--- src/rtl/muldiv_sequencer_if.sv ---
// Request/response bundle between the EX stage and the RV32M sequencer.
// The EX stage drives the request side; the sequencer answers with stall/done.
interface muldiv_sequencer_if #(
  parameter int DATA_WIDTH = 32
);
  logic                  START;
  logic [4:0]            ALU_CONTROL;
  logic [DATA_WIDTH-1:0] OPERAND_A;
  logic [DATA_WIDTH-1:0] OPERAND_B;
  logic                  FLUSH;
  logic                  STALL;
  logic                  BUSY;
  logic                  DONE;
  logic [DATA_WIDTH-1:0] RESULT;

  modport master (
    output START, ALU_CONTROL,
    output OPERAND_A, OPERAND_B, FLUSH,
    input  STALL, BUSY, DONE, RESULT
  );

  modport slave (
    input  START, ALU_CONTROL,
    input  OPERAND_A, OPERAND_B, FLUSH,
    output STALL, BUSY, DONE, RESULT
  );
endinterface

--- src/rtl/muldiv_sequencer.sv ---
// Iterative RV32M unit: shift-add multiplier and restoring divider.
// Holds the pipeline via STALL until the one-cycle DONE pulse.
module muldiv_sequencer #(
  parameter int DATA_WIDTH = 32
) (
  input logic CLK,
  input logic RESETN,
  muldiv_sequencer_if.slave bus
);
  localparam int W  = DATA_WIDTH;
  localparam int CW = $clog2(W);

  localparam logic [4:0] OP_MUL    = 5'b01010;
  localparam logic [4:0] OP_MULH   = 5'b01011;
  localparam logic [4:0] OP_MULHSU = 5'b01100;
  localparam logic [4:0] OP_MULHU  = 5'b01101;
  localparam logic [4:0] OP_DIV    = 5'b01110;
  localparam logic [4:0] OP_DIVU   = 5'b01111;
  localparam logic [4:0] OP_REM    = 5'b10000;
  localparam logic [4:0] OP_REMU   = 5'b10001;

  typedef enum logic [2:0] {
    S_IDLE, S_PREP, S_CALC, S_FIX, S_DONE
  } state_t;

  state_t         state;
  logic [4:0]     op_q;
  logic [W-1:0]   a_q, b_q;
  logic           sa_q, sb_q;
  logic [W-1:0]   mag_a_q, mag_b_q;
  logic [CW-1:0]  cnt;
  logic [2*W-1:0] acc_q;
  logic [W-1:0]   quot_q, rem_q;
  logic           busy_q, done_q;
  logic [W-1:0]   result_q;

  logic           is_m, accept;
  logic           is_div, sel_quot;
  logic           sign_a_en, sign_b_en;
  logic           neg_a, neg_b;
  logic [W-1:0]   abs_a, abs_b;
  logic           div_zero, div_ovf;
  logic [W-1:0]   fast_res;
  logic [W:0]     rem_sh;
  logic           rem_ge;
  logic [W-1:0]   rem_next;
  logic [2*W-1:0] partial;
  logic [2*W-1:0] prod;
  logic [W-1:0]   quo_fix, rem_fix;
  logic [W-1:0]   result_next;

  assign is_m = (bus.ALU_CONTROL >= OP_MUL)
             && (bus.ALU_CONTROL <= OP_REMU);
  assign accept = (state == S_IDLE) && bus.START
               && is_m && !bus.FLUSH;

  assign bus.STALL  = accept | busy_q;
  assign bus.BUSY   = busy_q;
  assign bus.DONE   = done_q;
  assign bus.RESULT = result_q;

  assign is_div   = (op_q >= OP_DIV);
  assign sel_quot = (op_q == OP_DIV) || (op_q == OP_DIVU);

  assign sign_a_en = (op_q == OP_MULH) || (op_q == OP_MULHSU)
                  || (op_q == OP_DIV)  || (op_q == OP_REM);
  assign sign_b_en = (op_q == OP_MULH) || (op_q == OP_DIV)
                  || (op_q == OP_REM);

  assign neg_a = sign_a_en & a_q[W-1];
  assign neg_b = sign_b_en & b_q[W-1];
  assign abs_a = neg_a ? -a_q : a_q;
  assign abs_b = neg_b ? -b_q : b_q;

  assign div_zero = (b_q == '0);
  assign div_ovf  = ((op_q == OP_DIV) || (op_q == OP_REM))
                 && (a_q == {1'b1, {(W-1){1'b0}}})
                 && (b_q == '1);

  always_comb begin
    fast_res = '0;
    if (div_zero)
      fast_res = sel_quot ? '1 : a_q;
    else if (div_ovf)
      fast_res = sel_quot ? a_q : '0;
  end

  // One quotient bit per cycle; dividend bits enter from mag_a MSB.
  assign rem_sh   = {rem_q, mag_a_q[W-1]};
  assign rem_ge   = (rem_sh >= {1'b0, mag_b_q});
  assign rem_next = rem_ge ? W'(rem_sh - {1'b0, mag_b_q})
                           : rem_sh[W-1:0];

  assign partial = mag_b_q[cnt]
                 ? ({{W{1'b0}}, mag_a_q} << cnt) : '0;

  assign prod    = (sa_q ^ sb_q) ? -acc_q : acc_q;
  assign quo_fix = (sa_q ^ sb_q) ? -quot_q : quot_q;
  assign rem_fix = sa_q ? -rem_q : rem_q;

  always_comb begin
    result_next = prod[2*W-1:W];
    if (is_div)
      result_next = sel_quot ? quo_fix : rem_fix;
    else if (op_q == OP_MUL)
      result_next = prod[W-1:0];
  end

  always_ff @(posedge CLK or negedge RESETN) begin
    if (!RESETN) begin
      state    <= S_IDLE;
      op_q     <= '0;
      a_q      <= '0;
      b_q      <= '0;
      sa_q     <= 1'b0;
      sb_q     <= 1'b0;
      mag_a_q  <= '0;
      mag_b_q  <= '0;
      cnt      <= '0;
      acc_q    <= '0;
      quot_q   <= '0;
      rem_q    <= '0;
      busy_q   <= 1'b0;
      done_q   <= 1'b0;
      result_q <= '0;
    end else if (bus.FLUSH) begin
      state  <= S_IDLE;
      busy_q <= 1'b0;
      done_q <= 1'b0;
    end else begin
      done_q <= 1'b0;
      unique case (state)
        S_IDLE: begin
          if (accept) begin
            op_q   <= bus.ALU_CONTROL;
            a_q    <= bus.OPERAND_A;
            b_q    <= bus.OPERAND_B;
            busy_q <= 1'b1;
            state  <= S_PREP;
          end
        end
        S_PREP: begin
          sa_q    <= neg_a;
          sb_q    <= neg_b;
          mag_a_q <= abs_a;
          mag_b_q <= abs_b;
          cnt     <= '0;
          acc_q   <= '0;
          quot_q  <= '0;
          rem_q   <= '0;
          if (is_div && (div_zero || div_ovf)) begin
            result_q <= fast_res;
            busy_q   <= 1'b0;
            done_q   <= 1'b1;
            state    <= S_DONE;
          end else begin
            state <= S_CALC;
          end
        end
        S_CALC: begin
          if (is_div) begin
            mag_a_q <= mag_a_q << 1;
            rem_q   <= rem_next;
            quot_q  <= {quot_q[W-2:0], rem_ge};
          end else begin
            acc_q <= acc_q + partial;
          end
          if (cnt == CW'(W-1))
            state <= S_FIX;
          else
            cnt <= cnt + 1'b1;
        end
        S_FIX: begin
          result_q <= result_next;
          busy_q   <= 1'b0;
          done_q   <= 1'b1;
          state    <= S_DONE;
        end
        S_DONE: state <= S_IDLE;
        default: state <= S_IDLE;
      endcase
    end
  end
endmodule
--- src/flat_wrapper.sv ---
// flat-port wrapper written by rule: the top's interface ports become plain ports
module muldiv_sequencer_flat 
#(
  parameter int DATA_WIDTH = 32
)
  (CLK, RESETN, bus_START, bus_ALU_CONTROL, bus_OPERAND_A, bus_OPERAND_B, bus_FLUSH, bus_STALL, bus_BUSY, bus_DONE, bus_RESULT);
  muldiv_sequencer_if #(.DATA_WIDTH(DATA_WIDTH)) bus_i ();
  input logic CLK;
  input logic RESETN;
  input wire logic [$bits(bus_i.START)-1:0] bus_START;
  input wire logic [$bits(bus_i.ALU_CONTROL)-1:0] bus_ALU_CONTROL;
  input wire logic [$bits(bus_i.OPERAND_A)-1:0] bus_OPERAND_A;
  input wire logic [$bits(bus_i.OPERAND_B)-1:0] bus_OPERAND_B;
  input wire logic [$bits(bus_i.FLUSH)-1:0] bus_FLUSH;
  output wire logic [$bits(bus_i.STALL)-1:0] bus_STALL;
  output wire logic [$bits(bus_i.BUSY)-1:0] bus_BUSY;
  output wire logic [$bits(bus_i.DONE)-1:0] bus_DONE;
  output wire logic [$bits(bus_i.RESULT)-1:0] bus_RESULT;
  assign bus_i.START = bus_START;
  assign bus_i.ALU_CONTROL = bus_ALU_CONTROL;
  assign bus_i.OPERAND_A = bus_OPERAND_A;
  assign bus_i.OPERAND_B = bus_OPERAND_B;
  assign bus_i.FLUSH = bus_FLUSH;
  assign bus_STALL = bus_i.STALL;
  assign bus_BUSY = bus_i.BUSY;
  assign bus_DONE = bus_i.DONE;
  assign bus_RESULT = bus_i.RESULT;
  muldiv_sequencer #(.DATA_WIDTH(DATA_WIDTH)) u_core (.CLK(CLK), .RESETN(RESETN), .bus(bus_i));
endmodule
--- config.mk ---
export PLATFORM = sky130hd
export DESIGN_NAME = muldiv_sequencer_flat
export DESIGN_NICKNAME = d
export VERILOG_FILES = /design/src/rtl/muldiv_sequencer_if.sv /design/src/rtl/muldiv_sequencer.sv /design/src/flat_wrapper.sv
export SDC_FILE = /design/constraint.sdc
export NUM_CORES = 1
export LEC_CHECK = 0
export BUFFER_PORTS_ARGS = -buffer_cell sky130_fd_sc_hd__buf_2
export CAP_MARGIN = 15
export CORE_MARGIN = 5
export CORE_UTILIZATION = 60
export CTS_BUF_LIST = sky130_fd_sc_hd__clkbuf_8
export CTS_CLUSTER_DIAMETER = 150
export DETAILED_ROUTE_END_ITERATION = 12
export PLACE_DENSITY = 0.78
export SLEW_MARGIN = 20
export SYNTH_ARGS = -nofsm -noshare
export SYNTH_HDL_FRONTEND = slang
export SYNTH_SLANG_ARGS = --single-unit
--- constraint.sdc ---
create_clock -name CLK -period 11.6 [get_ports CLK]
set_input_delay 0.58 -clock CLK [delete_from_list [all_inputs] [get_ports CLK]]
set_output_delay 0.58 -clock CLK [all_outputs]
set_load 0.01 [all_outputs]
==> results_dict.tcl <==
set metrics [dict create \
    ys_seq_area_share_pct 30.83 \
    routed_wl_um 87870 \
    routed.top_layer "met5" \
    worst_pin_slew_ns 1.067 \
    r2r_cells 18 \
    dp_worst_setup_slack_ns 5.480 \
    post-route-min-period_ns 6.362 \
    setup_viol 0 \
    grt_max_degree 128 \
    fmax_mhz 157.2 \
    fp.dieArea_um2 45420 \
    avgSynthCellArea_um2 8.164 \
    critPathRequiredTime_ns 12.19 \
    cp-start-kind "flop" \
    num_io_pins 108 \
    num_vias 24470 \
    cp_data_arrival_time_ns 6.95 \
    crit_fanout 55 \
    hpwlAfterDp_um 67210 \
    maxCapViolCount 0 \
    die_x_um 213.1 \
    cp-end-kind "flop" \
    slowest_delay_ns 0.90 \
    finalWorstSetupSlack_ns 5.238 \
    gr-total-overflow 0 \
    grt_pass1_wl_um 134600 \
    vdd_drop_max_uv 151.9 \
    synth_edf_count 0 \
    path_clk_slew_ns 0.07 \
    drtPass1Iterations 9 \
    ys_ff_latch 305 \
    wl_met2_um 37010 \
    routedWlPerCell_um 24.29 \
    antenna_found_initial 3 \
    drt-met1-wl_um 36920 \
    fin_total_pwr_uw 6165 \
    leakagePower_uw 0.01196 \
    cts_setup_buffers 0 \
    slew_headroom_pct 28.85 \
    grt_pass1_vias 22950 \
    rows 74 \
    via_per_inst 6.764 \
    yosys_warnings 0 \
    ys_async_sr_fraction_pct 100.0 \
    cts-buffers-inserted 55 \
    path_buf_inv 3 \
    rsz0062_at_grt "false" \
    gp_congestion 1.052 \
    drcViolationCount 0 \
    core_region_area_um2 40830 \
    final_hold_viol_count 0 \
    grt_use_total_pct 38.04 \
    ys_types 81 \
    holdPathStages 2 \
    drive_gt1_share_pct 12.84 \
    worst-setup-path-type "reg -> reg" \
    cts_tree "built" \
    postSynthCellCount 3032 \
    die_h_um 213.1 \
    finalNetCount 3218 \
    syn-num-nets 3210 \
    clk_path_buf_depth 3 \
    clock_sinks 305 \
    p_per_area_nw_per_um2 230.3 \
    synth-main-ff-cell "dfrtp_1" \
    io_buffers 107 \
    clk_latency_ns 0.71 \
    crit_cells 18 \
    fin_worst_skew_ns 0.05424 \
    initial_utilization_pct 60.62 \
    syn_to_final_growth_pct 8.128 \
    finalSetupTns_ns 0 \
    path_delay_family "compound AO/OA/AOI/OAI gates" \
    path_cells "buf_4, mux4_2, mux4_2, nand2_1, inv_1, a21oi_2, buf_4, nor2_1, ha_1, nand2_1, nor4_1, o2111ai_1, a21oi_1, o21ai_0, a2111oi_0, a211oi_1, xor2_1, o21ai_0" \
    outcome "finished, final reports clean" \
    netlist_area_um2 24750 \
    min_path_type "in -> reg" \
    cpMaxStageDelayCell "a2111oi_0" \
    dr.first_iter.drc_count 3298 \
    wl_met3_um 10110 \
    postRouteAntennaNets 0 \
    htree_levels 2 \
    fin_crit_sh_pct 54.84 \
    drv_slew 0 \
    root_buffer "clkbuf_8" \
]
layout by cell type, fill, tap and decap left out, drive strengths merged, types with 37 or more instances in the layout:
cell type and n:
xnor2 118, nor2 263, a21oi 206, o21ai 318
mux2 89, ha 103, nand3 86, o31ai 53
nor3 55, nand4 47, buf 141, clkbuf 67
xor2 146, dfrtp 305, a21o 51, mux2i 37
inv 100, nand2 382
metrics by stage:
step           util [%]  area (µm²)  instances  hold slack (ns)
2_1_floorplan         -       24750       3032           0.2844
3_3_place_gp      62.63       25570       3514           0.4587
3_5_place_dp      62.63       25570       3514           0.4686
4_1_cts           65.51       26750       3616          0.08881
5_1_grt           65.54       26760       3616          0.07976
6_report          65.55       26760       3617          0.09927
flip-flops by register name, summed over array words and instances (netlist names):
name               cells
u_core.quot_q         32
u_core.sb_q            1
u_core.mag_a_q        32
u_core.op_q            5
u_core.bus.RESULT     32
u_core.b_q            32
u_core.sa_q            1
u_core.a_q            32
u_core.mag_b_q        32
u_core.state           3
u_core.rem_q          32
u_core.bus.BUSY        1
u_core.bus.DONE        1
u_core.cnt             5
u_core.acc_q          64
synth_stat cells (7+ instances only):
library cell | count | area [µm²]
nand2_1 | 381 | 1430
o21ai_0 | 313 | 1567
dfrtp_1 | 305 | 7632
nor2_1 | 263 | 987.2
a21oi_1 | 206 | 1031
clkbuf_1 | 168 | 630.6
xor2_1 | 146 | 1279
xnor2_1 | 118 | 1033
ha_1 | 103 | 1289
mux2_2 | 89 | 1002
nand3_1 | 86 | 430.4
inv_1 | 80 | 300.3
nor3_1 | 54 | 270.3
a21o_1 | 51 | 382.9
o31ai_1 | 51 | 382.9
nand4_1 | 47 | 294.0
mux2i_1 | 37 | 370.4
a22o_1 | 33 | 289.0
a211oi_1 | 29 | 217.7
mux4_2 | 29 | 653.1
or3_1 | 29 | 181.4
a31oi_1 | 28 | 175.2
nand2b_1 | 27 | 168.9
nor4_1 | 26 | 162.7
nor2b_1 | 23 | 143.9
buf_1 | 21 | 78.83
o41ai_1 | 21 | 183.9
o21bai_1 | 20 | 150.1
o311ai_0 | 18 | 157.7
or4_1 | 16 | 120.1
and3_1 | 15 | 93.84
o211ai_1 | 15 | 112.6
a221oi_1 | 14 | 122.6
and2_1 | 14 | 87.58
o22ai_1 | 11 | 68.82
a22oi_1 | 9 | 67.56
o21a_1 | 9 | 67.56
or2_2 | 9 | 56.30
a21boi_0 | 8 | 60.06
a32oi_1 | 7 | 61.31
o22a_1 | 7 | 61.31
metal layers:
metal	vias up	track usage, %
met5	-	0
met3	243	10.76
li1	11020	-
met2	1349	55.58
met4	6	13.60
met1	11850	54.25
final cells by class:
| class | count | area (µm²) |
|---|---|---|
| sequential | 305 | 7636 |
| multi-input combinational | 2454 | 16170 |
| clock inverter | 34 | 241.5 |
| tap | 532 | 665.6 |
| timing repair buffer | 142 | 818.3 |
| clock buffer | 67 | 922.1 |
| fill | 3517 | 14070 |
| antenna | 1 | 2.502 |
| inverter | 82 | 307.8 |
power breakdown:
group / leakage [µW] / switching [µW] / internal, µW / total, µW
Combinational: 0.00726 / 2110 / 1300 / 3410
Clock: 0.000656 / 508 / 576 / 1080
Sequential: 0.00404 / 381 / 1290 / 1670
Total: 0.0120 / 3000 / 3170 / 6170
worst reg2reg max path, delay by kind of cell, from the launching register on:
family / cells / cell delay [ns]
xor gates and xnor gates: 1 / 0.20
and+or+nand+nor: 4 / 0.94
muxes: 2 / 1.12
adders and majority gates: 1 / 0.42
AOI/OAI and AO/OA: 7 / 2.21
DFF: 1 / 0.34
buffers and inverters: 3 / 1.01
final timing paths:
path                                               endpoint  slack (ns)                        startpoint
max                            u_core.acc_q[60]$_DFFE_PN0P_        5.24         u_core.cnt[1]$_DFFE_PN0P_
min                              u_core.op_q[4]$_DFFE_PN0P_         0.1                bus_ALU_CONTROL[3]
max reg2reg                    u_core.acc_q[60]$_DFFE_PN0P_        5.24         u_core.cnt[1]$_DFFE_PN0P_
min reg2reg                u_core.bus.RESULT[9]$_DFFE_PN0P_        0.48  u_core.bus.RESULT[9]$_DFFE_PN0P_
max in group asynchronous         u_core.cnt[1]$_DFFE_PN0P_        9.64                            RESETN
min in group asynchronous      u_core.rem_q[26]$_DFFE_PN0P_        0.44                            RESETN
cells by family (layout without fill, tap and decap cells):
group                      Yosys count  count (layout)  synth area share (%)
xor gates and xnor gates           264             264                 9.341
muxes                              155             155                 8.184
other                                0               1                     0
DFF                                305             305                 30.83
and+or+nand+nor                   1025            1025                 19.22
AOI/OAI and AO/OA                  905             905                 22.90
adders and majority gates          105             105                 5.368
buffers and inverters              273             325                 4.150
repair_timing:
item	CTS	global route
resized for setup	0	0
hold buffers	1	0
hold endpoints to repair	79	0
(Power assumes the default switching activity.)
